## src/rtl/gpu_noc_port_if.sv

```systemverilog
// ---------------------------------------------------------------------------
// gpu_noc_port_if
// Bundles the GPU-facing and router-facing flit links of one NoC port.
// Flit format on every 16-bit flit signal: [15:10] dest node ID, [9:0] payload.
//
// Signals:
//   gpu_tx_data/valid/ready : GPU -> port flit stream (valid/ready)
//   gpu_rx_data/valid/ready : port -> GPU flit stream (first-word-fall-through)
//   rt_flit_out/valid_out   : port -> router flit strobe
//   rt_credit_in            : credits the router returns to this port (0..3)
//   rt_flit_in/valid_in     : router -> port flit strobe
//   rt_credit_out           : credits this port returns to the router (0..2)
//
// Modports:
//   slave  : view taken by the port itself
//   master : view taken by the environment (GPU node plus router link)
// ---------------------------------------------------------------------------
interface gpu_noc_port_if;
    logic [15:0] gpu_tx_data;
    logic        gpu_tx_valid;
    logic        gpu_tx_ready;
    logic [15:0] gpu_rx_data;
    logic        gpu_rx_valid;
    logic        gpu_rx_ready;
    logic [15:0] rt_flit_out;
    logic        rt_valid_out;
    logic [1:0]  rt_credit_in;
    logic [15:0] rt_flit_in;
    logic        rt_valid_in;
    logic [1:0]  rt_credit_out;

    modport slave (
        input  gpu_tx_data, gpu_tx_valid,
        output gpu_tx_ready,
        output gpu_rx_data, gpu_rx_valid,
        input  gpu_rx_ready,
        output rt_flit_out, rt_valid_out,
        input  rt_credit_in,
        input  rt_flit_in, rt_valid_in,
        output rt_credit_out
    );

    modport master (
        output gpu_tx_data, gpu_tx_valid,
        input  gpu_tx_ready,
        input  gpu_rx_data, gpu_rx_valid,
        output gpu_rx_ready,
        input  rt_flit_out, rt_valid_out,
        output rt_credit_in,
        output rt_flit_in, rt_valid_in,
        input  rt_credit_out
    );
endinterface

```

## src/rtl/gpu_noc_port.sv

```systemverilog
// ---------------------------------------------------------------------------
// gpu_noc_port
// Network-side adapter between one GPU node and a mesh router link.
//   TX: GPU flits are buffered and forwarded to the router under
//       credit-based flow control (one flit per cycle while credit lasts).
//   RX: router flits are filtered by destination ID, buffered, and shown
//       to the GPU first-word-fall-through. Every slot freed and every
//       misrouted flit dropped is returned to the router as a credit.
//
// Ports:
//   ACLK          : clock
//   ARESETn       : asynchronous active-low reset
//   bus           : gpu_noc_port_if.slave, GPU and router flit links
//   misroute_cnt  : saturating count of flits dropped as misrouted
//   credit_err    : sticky, router returned more credits than the maximum
//   rx_ovf_err    : sticky, a flit for this node arrived with the RX FIFO full
// ---------------------------------------------------------------------------
module gpu_noc_port #(
    parameter logic [5:0] NODE_ID  = 6'd5,
    parameter logic [5:0] BCAST_ID = 6'h3F,
    parameter int         TX_DEPTH = 4,
    parameter int         RX_DEPTH = 4,
    parameter int         CREDITS  = 4
) (
    input  logic          ACLK,
    input  logic          ARESETn,
    gpu_noc_port_if.slave bus,
    output logic [7:0]    misroute_cnt,
    output logic          credit_err,
    output logic          rx_ovf_err
);

    localparam int TX_AW = $clog2(TX_DEPTH);
    localparam int RX_AW = $clog2(RX_DEPTH);
    localparam int CRW   = $clog2(CREDITS + 1);
    // Wide enough for credit plus the largest return (3) without wrapping.
    localparam int SUMW  = CRW + 2;

    localparam logic [TX_AW:0]  TX_FULL    = (TX_AW + 1)'(TX_DEPTH);
    localparam logic [RX_AW:0]  RX_FULL    = (RX_AW + 1)'(RX_DEPTH);
    localparam logic [CRW-1:0]  CREDIT_MAX = CRW'(CREDITS);
    localparam logic [SUMW-1:0] CREDIT_LIM = SUMW'(CREDITS);

    // ------------------------------------------------------------------
    // TX path state
    // ------------------------------------------------------------------
    logic [15:0]      tx_mem_q [TX_DEPTH];
    logic [TX_AW-1:0] tx_wr_q, tx_rd_q;
    logic [TX_AW:0]   tx_cnt_q, tx_cnt_d;
    logic             tx_push, tx_pop;
    logic [15:0]      rt_flit_q;
    logic             rt_valid_q;

    logic [CRW-1:0]   credit_q, credit_d;
    logic [SUMW-1:0]  credit_sum;
    logic             credit_ovf;
    logic             credit_err_q;

    // ------------------------------------------------------------------
    // RX path state
    // ------------------------------------------------------------------
    logic [15:0]      rx_mem_q [RX_DEPTH];
    logic [RX_AW-1:0] rx_wr_q, rx_rd_q;
    logic [RX_AW:0]   rx_cnt_q, rx_cnt_d;
    logic [5:0]       rx_dest;
    logic             rx_match, rx_full;
    logic             rx_push, rx_pop, rx_drop_ovf, rx_misroute;
    logic [1:0]       credit_out_q, credit_out_d;
    logic [7:0]       misroute_cnt_q;
    logic             rx_ovf_err_q;

    // ------------------------------------------------------------------
    // TX handshake. Ready comes from the registered count only, so a
    // pop on a full FIFO does not open a slot until the next cycle.
    // ------------------------------------------------------------------
    assign bus.gpu_tx_ready = (tx_cnt_q != TX_FULL);
    assign tx_push          = bus.gpu_tx_valid && bus.gpu_tx_ready;
    assign tx_pop           = (tx_cnt_q != '0) && (credit_q != '0);

    always_comb begin
        tx_cnt_d = tx_cnt_q;
        unique case ({tx_push, tx_pop})
            2'b10:   tx_cnt_d = tx_cnt_q + (TX_AW + 1)'(1);
            2'b01:   tx_cnt_d = tx_cnt_q - (TX_AW + 1)'(1);
            default: tx_cnt_d = tx_cnt_q;
        endcase
    end

    // Credit bookkeeping: the sum never goes negative because a send
    // needs a credit in hand. Anything above the maximum is a router
    // protocol error; keep the maximum and flag it.
    always_comb begin
        credit_sum = SUMW'(credit_q) - SUMW'(tx_pop) + SUMW'(bus.rt_credit_in);
        credit_ovf = (credit_sum > CREDIT_LIM);
        credit_d   = credit_ovf ? CREDIT_MAX : credit_sum[CRW-1:0];
    end

    // TX storage has no reset; the pointers and count define what is valid.
    always_ff @(posedge ACLK) begin
        if (tx_push) begin
            tx_mem_q[tx_wr_q] <= bus.gpu_tx_data;
        end
    end

    always_ff @(posedge ACLK or negedge ARESETn) begin
        if (!ARESETn) begin
            tx_wr_q      <= '0;
            tx_rd_q      <= '0;
            tx_cnt_q     <= '0;
            rt_flit_q    <= '0;
            rt_valid_q   <= 1'b0;
            credit_q     <= CREDIT_MAX;
            credit_err_q <= 1'b0;
        end else begin
            tx_cnt_q   <= tx_cnt_d;
            credit_q   <= credit_d;
            rt_valid_q <= tx_pop;
            if (tx_push) begin
                tx_wr_q <= tx_wr_q + TX_AW'(1);
            end
            // The outgoing flit register holds its last value between strobes.
            if (tx_pop) begin
                rt_flit_q <= tx_mem_q[tx_rd_q];
                tx_rd_q   <= tx_rd_q + TX_AW'(1);
            end
            if (credit_ovf) begin
                credit_err_q <= 1'b1;
            end
        end
    end

    // ------------------------------------------------------------------
    // RX classification. Full is judged on the pre-edge count, so a flit
    // arriving while the GPU pops a full FIFO is still an overflow.
    // ------------------------------------------------------------------
    assign rx_dest     = bus.rt_flit_in[15:10];
    assign rx_match    = (rx_dest == NODE_ID) || (rx_dest == BCAST_ID);
    assign rx_full     = (rx_cnt_q == RX_FULL);
    assign rx_push     = bus.rt_valid_in && rx_match && !rx_full;
    assign rx_drop_ovf = bus.rt_valid_in && rx_match && rx_full;
    assign rx_misroute = bus.rt_valid_in && !rx_match;
    assign rx_pop      = (rx_cnt_q != '0) && bus.gpu_rx_ready;

    assign bus.gpu_rx_valid = (rx_cnt_q != '0);
    assign bus.gpu_rx_data  = rx_mem_q[rx_rd_q];

    always_comb begin
        rx_cnt_d = rx_cnt_q;
        unique case ({rx_push, rx_pop})
            2'b10:   rx_cnt_d = rx_cnt_q + (RX_AW + 1)'(1);
            2'b01:   rx_cnt_d = rx_cnt_q - (RX_AW + 1)'(1);
            default: rx_cnt_d = rx_cnt_q;
        endcase
    end

    // A freed RX slot and a dropped misroute each hand a credit back;
    // an overflow drop returns nothing since the router sent without one.
    assign credit_out_d = {1'b0, rx_pop} + {1'b0, rx_misroute};

    always_ff @(posedge ACLK) begin
        if (rx_push) begin
            rx_mem_q[rx_wr_q] <= bus.rt_flit_in;
        end
    end

    always_ff @(posedge ACLK or negedge ARESETn) begin
        if (!ARESETn) begin
            rx_wr_q        <= '0;
            rx_rd_q        <= '0;
            rx_cnt_q       <= '0;
            credit_out_q   <= '0;
            misroute_cnt_q <= '0;
            rx_ovf_err_q   <= 1'b0;
        end else begin
            rx_cnt_q     <= rx_cnt_d;
            credit_out_q <= credit_out_d;
            if (rx_push) begin
                rx_wr_q <= rx_wr_q + RX_AW'(1);
            end
            if (rx_pop) begin
                rx_rd_q <= rx_rd_q + RX_AW'(1);
            end
            if (rx_misroute && (misroute_cnt_q != 8'hFF)) begin
                misroute_cnt_q <= misroute_cnt_q + 8'd1;
            end
            if (rx_drop_ovf) begin
                rx_ovf_err_q <= 1'b1;
            end
        end
    end

    assign bus.rt_flit_out   = rt_flit_q;
    assign bus.rt_valid_out  = rt_valid_q;
    assign bus.rt_credit_out = credit_out_q;
    assign misroute_cnt      = misroute_cnt_q;
    assign credit_err        = credit_err_q;
    assign rx_ovf_err        = rx_ovf_err_q;

endmodule

```

## src/flat_wrapper.sv

```systemverilog
// flat-port wrapper written by rule: the top's interface ports become plain ports
module gpu_noc_port_flat 
#(
    parameter logic [5:0] NODE_ID  = 6'd5,
    parameter logic [5:0] BCAST_ID = 6'h3F,
    parameter int         TX_DEPTH = 4,
    parameter int         RX_DEPTH = 4,
    parameter int         CREDITS  = 4
)
  (ACLK, ARESETn, misroute_cnt, credit_err, rx_ovf_err, bus_gpu_tx_data, bus_gpu_tx_valid, bus_gpu_tx_ready, bus_gpu_rx_data, bus_gpu_rx_valid, bus_gpu_rx_ready, bus_rt_flit_out, bus_rt_valid_out, bus_rt_credit_in, bus_rt_flit_in, bus_rt_valid_in, bus_rt_credit_out);
  gpu_noc_port_if bus_i ();
  input  logic ACLK;
  input  logic ARESETn;
  output logic [7:0] misroute_cnt;
  output logic credit_err;
  output logic rx_ovf_err;
  input wire logic [$bits(bus_i.gpu_tx_data)-1:0] bus_gpu_tx_data;
  input wire logic [$bits(bus_i.gpu_tx_valid)-1:0] bus_gpu_tx_valid;
  output wire logic [$bits(bus_i.gpu_tx_ready)-1:0] bus_gpu_tx_ready;
  output wire logic [$bits(bus_i.gpu_rx_data)-1:0] bus_gpu_rx_data;
  output wire logic [$bits(bus_i.gpu_rx_valid)-1:0] bus_gpu_rx_valid;
  input wire logic [$bits(bus_i.gpu_rx_ready)-1:0] bus_gpu_rx_ready;
  output wire logic [$bits(bus_i.rt_flit_out)-1:0] bus_rt_flit_out;
  output wire logic [$bits(bus_i.rt_valid_out)-1:0] bus_rt_valid_out;
  input wire logic [$bits(bus_i.rt_credit_in)-1:0] bus_rt_credit_in;
  input wire logic [$bits(bus_i.rt_flit_in)-1:0] bus_rt_flit_in;
  input wire logic [$bits(bus_i.rt_valid_in)-1:0] bus_rt_valid_in;
  output wire logic [$bits(bus_i.rt_credit_out)-1:0] bus_rt_credit_out;
  assign bus_i.gpu_tx_data = bus_gpu_tx_data;
  assign bus_i.gpu_tx_valid = bus_gpu_tx_valid;
  assign bus_gpu_tx_ready = bus_i.gpu_tx_ready;
  assign bus_gpu_rx_data = bus_i.gpu_rx_data;
  assign bus_gpu_rx_valid = bus_i.gpu_rx_valid;
  assign bus_i.gpu_rx_ready = bus_gpu_rx_ready;
  assign bus_rt_flit_out = bus_i.rt_flit_out;
  assign bus_rt_valid_out = bus_i.rt_valid_out;
  assign bus_i.rt_credit_in = bus_rt_credit_in;
  assign bus_i.rt_flit_in = bus_rt_flit_in;
  assign bus_i.rt_valid_in = bus_rt_valid_in;
  assign bus_rt_credit_out = bus_i.rt_credit_out;
  gpu_noc_port #(.NODE_ID(NODE_ID), .BCAST_ID(BCAST_ID), .TX_DEPTH(TX_DEPTH), .RX_DEPTH(RX_DEPTH), .CREDITS(CREDITS)) u_core (.ACLK(ACLK), .ARESETn(ARESETn), .bus(bus_i), .misroute_cnt(misroute_cnt), .credit_err(credit_err), .rx_ovf_err(rx_ovf_err));
endmodule
```

## config.mk

```make
export PLATFORM = sky130hd
export DESIGN_NAME = gpu_noc_port_flat
export DESIGN_NICKNAME = d
export VERILOG_FILES = /design/src/rtl/gpu_noc_port_if.sv /design/src/rtl/gpu_noc_port.sv /design/src/flat_wrapper.sv
export SDC_FILE = /design/constraint.sdc
export NUM_CORES = 1
export LEC_CHECK = 0
export BUFFER_PORTS_ARGS = -buffer_cell sky130_fd_sc_hd__buf_2
export CAP_MARGIN = 20
export CORE_UTILIZATION = 48
export CTS_BUF_LIST = sky130_fd_sc_hd__clkbuf_4 sky130_fd_sc_hd__clkbuf_8
export DETAILED_ROUTE_END_ITERATION = 10
export GPL_ROUTABILITY_DRIVEN = 0
export GPL_TIMING_DRIVEN = 0
export PLACE_DENSITY = 0.79
export SKIP_CTS_REPAIR_TIMING = 1
export SYNTH_ARGS = -nofsm -noshare
export SYNTH_HDL_FRONTEND = slang
export SYNTH_SLANG_ARGS = --single-unit
```

## constraint.sdc

```tcl
create_clock -name ACLK -period 6.33 [get_ports ACLK]
set_input_delay 0.3165 -clock ACLK [delete_from_list [all_inputs] [get_ports ACLK]]
set_output_delay 0.3165 -clock ACLK [all_outputs]
set_load 0.02 [all_outputs]
```

==> impl_metrics.prom <==
# TYPE chip_impl_metric gauge
chip_impl_info{name="run_status",value="finished clean"} 1
chip_impl_metric{name="numCtsBuffers",unit=""} 17
chip_impl_metric{name="total_neg_setup_slack",unit="ns"} 0
chip_impl_metric{name="die_width",unit="µm"} 121.4
chip_impl_metric{name="grt_use_total",unit="%"} 17.31
chip_impl_metric{name="critical_path.max_stage_delay",unit="ns"} 0.55
chip_impl_metric{name="maxSlewHeadroom",unit="%"} 40.05
chip_impl_metric{name="top_achievable_clock_speed",unit="MHz"} 312.7
chip_impl_info{name="clock_tree_from_tritoncts",value="yes"} 1
chip_impl_metric{name="fin_ws",unit="ns"} 3.132
chip_impl_metric{name="grt_first_pass_wirelength",unit="µm"} 18630
chip_impl_metric{name="drt-pass1-iter-count",unit=""} 5
chip_impl_metric{name="postRouteAntennaNets",unit=""} 0
chip_impl_metric{name="period_minus_slack",unit="ns"} 3.198
chip_impl_info{name="timing.critical_path.mode_cell",value="sky130_fd_sc_hd__ha_1"} 1
chip_impl_metric{name="async_flop_share",unit="%"} 26.44
chip_impl_metric{name="routed_wire_length_per_instance",unit="µm"} 18.01
chip_impl_metric{name="crit_arrival",unit="ns"} 3.54
chip_impl_metric{name="gr-total-overflow",unit=""} 0
chip_impl_metric{name="synthesis.area",unit="µm²"} 6847
chip_impl_metric{name="clk_path_buf_depth",unit=""} 2
chip_impl_metric{name="drc",unit=""} 0
chip_impl_metric{name="h_tree_depth",unit=""} 4
chip_impl_info{name="worst_path_max_delay_cell",value="sky130_fd_sc_hd__dfstp_2"} 1
chip_impl_metric{name="grt_max_degree",unit=""} 47
chip_impl_metric{name="leakage",unit="µW"} 0.002970
chip_impl_metric{name="critical_path.max_fanout",unit=""} 12
chip_impl_metric{name="yosys_warnings",unit=""} 0
chip_impl_metric{name="finalHoldWorstSlack",unit="ns"} 0.07943
chip_impl_info{name="rsz0062_at_grt",value="no"} 1
chip_impl_metric{name="fp.dieArea",unit="µm²"} 14750
chip_impl_info{name="cp_top_family",value="adder cells"} 1
chip_impl_metric{name="placement.io_buffers",unit=""} 84
chip_impl_info{name="endpoint_kind",value="flop"} 1
chip_impl_metric{name="maxCapViolations",unit=""} 0
chip_impl_metric{name="ffs_latches_synth",unit=""} 174
chip_impl_metric{name="fin_area",unit="µm²"} 7863
chip_impl_info{name="critical_path.cell_chain",value="nor3_1 -> nor2_2 -> buf_2 -> ha_1 -> ha_1 -> inv_1 -> ha_1 -> a21o_1 -> xnor2_1 -> a31o_2 -> and2_1"} 1
chip_impl_metric{name="area_growth_syn_to_layout",unit="%"} 14.84
chip_impl_metric{name="placementRows",unit=""} 43
chip_impl_metric{name="worst_vdd_rail_ir_drop",unit="µV"} 276.1
chip_impl_metric{name="dp_worst_slack",unit="ns"} 3.062
chip_impl_metric{name="synth_edf_count",unit=""} 128
chip_impl_metric{name="ff_latch_area",unit="µm²"} 4996
chip_impl_metric{name="post_place_instance_area",unit="µm²"} 7492
chip_impl_metric{name="dr.first_iter.drc_count",unit=""} 223
chip_impl_metric{name="worst-r2r-setup-slack",unit="ns"} 3.13
chip_impl_info{name="crit_path_start_kind",value="flop"} 1
chip_impl_metric{name="drive_gt1_share",unit="%"} 38.15
chip_impl_metric{name="finalClockSkew",unit="ns"} 0.01362
chip_impl_info{name="ys_dominant_reg_cell",value="sky130_fd_sc_hd__edfxtp_1"} 1
chip_impl_metric{name="syn_nets",unit=""} 406
chip_impl_metric{name="avgViaCountPerCell",unit=""} 5.292
chip_impl_metric{name="antenna_cells_inserted",unit=""} 0
chip_impl_metric{name="clock_sink_count",unit=""} 174
chip_impl_metric{name="vias",unit=""} 3408
chip_impl_metric{name="timing_hold_violations_final",unit=""} 0
chip_impl_metric{name="core_region_area",unit="µm²"} 13880
chip_impl_info{name="ctsRootBufferMaster",value="sky130_fd_sc_hd__clkbuf_8"} 1
chip_impl_metric{name="netlist_instances",unit=""} 348
chip_impl_metric{name="worst-path-buf-inv",unit=""} 2
chip_impl_metric{name="floorplan.initialDensity",unit="%"} 49.32
chip_impl_metric{name="syn_avg_cell_area",unit="µm²"} 19.67
chip_impl_metric{name="multiInputGateArea",unit="µm²"} 1732
chip_impl_metric{name="timing.final.setup_violations",unit=""} 0
chip_impl_metric{name="synth.distinct_cells",unit=""} 37
chip_impl_metric{name="worst_skew_pair.late_latency",unit="ns"} 0.44
chip_impl_metric{name="synth_seq_area_share",unit="%"} 72.97
chip_impl_metric{name="worstPathRequired",unit="ns"} 6.67
chip_impl_metric{name="num-fill-cells",unit=""} 1066
chip_impl_metric{name="first_global_vias",unit=""} 3695
chip_impl_info{name="crit_type",value="reg2reg"} 1
chip_impl_metric{name="height_of_the_die",unit="µm"} 121.4
chip_impl_metric{name="hpwlAfterDp",unit="µm"} 7590
chip_impl_metric{name="final_max_slew_viols",unit=""} 0
chip_impl_metric{name="number_of_antenna_violations_at_the_first_check_in_global_routing",unit=""} 0
chip_impl_metric{name="final_min_period_over_clock_period",unit="%"} 50.52
chip_impl_metric{name="clk_pin_slew_worst_paths",unit="ns"} 0.09
chip_impl_metric{name="worst_slew_pin_slew",unit="ns"} 0.8993
chip_impl_metric{name="power_density_relative_to_cell_area",unit="nW/µm²"} 452.1
chip_impl_metric{name="finalWirelength",unit="µm"} 11600
chip_impl_metric{name="io_pins",unit=""} 86
chip_impl_info{name="hold_path.class",value="in2reg"} 1
chip_impl_metric{name="nNetsFinal",unit=""} 511
-- logic make-up after synthesis --
kind of cell	after synthesis	share of synthesized area, %
AOI/OAI and AO/OA	6	0.8591
muxes	54	14.16
xor gates and xnor gates	20	2.559
adders and majority gates	19	3.801
and+or+nand+nor	47	3.911
DFF	174	72.97
buffers and inverters	28	1.736
-- registers in the layout, summed over array words and instances (netlist names) --
name and count:
u_core.rx_ovf_err 1, u_core.rx_cnt_q 3, u_core.credit_q 3, u_core.bus.rt_flit_out 16, u_core.bus.rt_credit_out 2, u_core.rx_wr_q 2
u_core.tx_wr_q 2, u_core.tx_mem_q 64, u_core.bus.rt_valid_out 1, u_core.rx_mem_q 64, u_core.rx_rd_q 2, u_core.tx_cnt_q 3
u_core.credit_err 1, u_core.tx_rd_q 2, u_core.misroute_cnt 8
-- worst paths after layout --
check	depth (start not counted)	start	to
min reg2reg	1	u_core.credit_err$_DFFE_PN0N_	u_core.credit_err$_DFFE_PN0N_
min	1	bus_rt_flit_in[3]	u_core.rx_mem_q[3][3]$_DFFE_PP_
min in group asynchronous	2	ARESETn	u_core.bus.rt_flit_out[11]$_DFFE_PN0P_
max in group asynchronous	3	ARESETn	u_core.credit_q[2]$_DFF_PN1_
max reg2reg	11	u_core.credit_q[2]$_DFF_PN1_	u_core.credit_q[0]$_DFF_PN0_
max	11	u_core.credit_q[2]$_DFF_PN1_	u_core.credit_q[0]$_DFF_PN0_
-- per-stage QoR --
stage	total power (µW)	util, %	std cells
floorplan	2546	-	348
global placement	2861	53.98	612
detailed placement	2927	53.98	612
CTS	3607	56.43	642
global route	3771	56.64	644
finish	3555	56.64	644
-- synth_stat cells, drive strengths merged (2+ instances only) --
cell	count	share of area, %
ha	16	2.9
nand2	5	0.27
and2	8	0.73
clkbuf	4	0.22
nor3b	2	0.22
mux4	32	11
fa	3	0.88
xor2	13	1.7
nor2	5	0.31
nor4	2	0.18
dfrtp	45	16
xnor2	7	0.90
and3	5	0.46
nor3	6	0.44
buf	7	0.58
nand3	5	0.37
edfxtp	128	56
mux2	20	3.3
mux2i	2	0.29
inv	17	0.93
nand4	4	0.37
-- power by group --
part,switching (µW),total [µW],internal [µW]
Combinational,711,1300,586
Sequential,113,1580,1470
Clock,389,675,286
Total,1210,3550,2340
-- per-layer routing --
layer	up-vias	track usage [%]	share of wire (%)
li1	1553	-	-
met1	1760	19.76	41
met2	87	30.33	53
met3	8	6.062	5.8
met4	0	5.324	0.90
met5	-	0	0
-- layout by cell type, fill, tap and decap left out, drive strengths merged, types with 2 or more instances in the layout --
cell type / n
dfrtp: 45
xnor2: 7
nand2: 5
nor3: 6
ha: 16
mux2i: 2
nor3b: 2
inv: 21
mux2: 20
nor4: 2
and3: 5
and2: 8
clkinv: 3
edfxtp: 128
buf: 92
xor2: 13
nor2: 5
nand4: 4
clkbuf: 23
clkinvlp: 4
fa: 3
mux4: 32
nand3: 5
-- area by class of cell --
| type | count | area share [%] |
|---|---|---|
| plain buffers | 11 | 0.7002 |
| clock inverters | 11 | 1.082 |
| inverters | 17 | 0.8116 |
| clock buffers | 19 | 3.246 |
| repair buffers | 86 | 5.729 |
| multi-input cells | 146 | 22.02 |
| flip-flops and latches | 174 | 63.54 |
| well taps | 180 | 2.864 |
No activity file was read; power rests on OpenSTA's default activity.
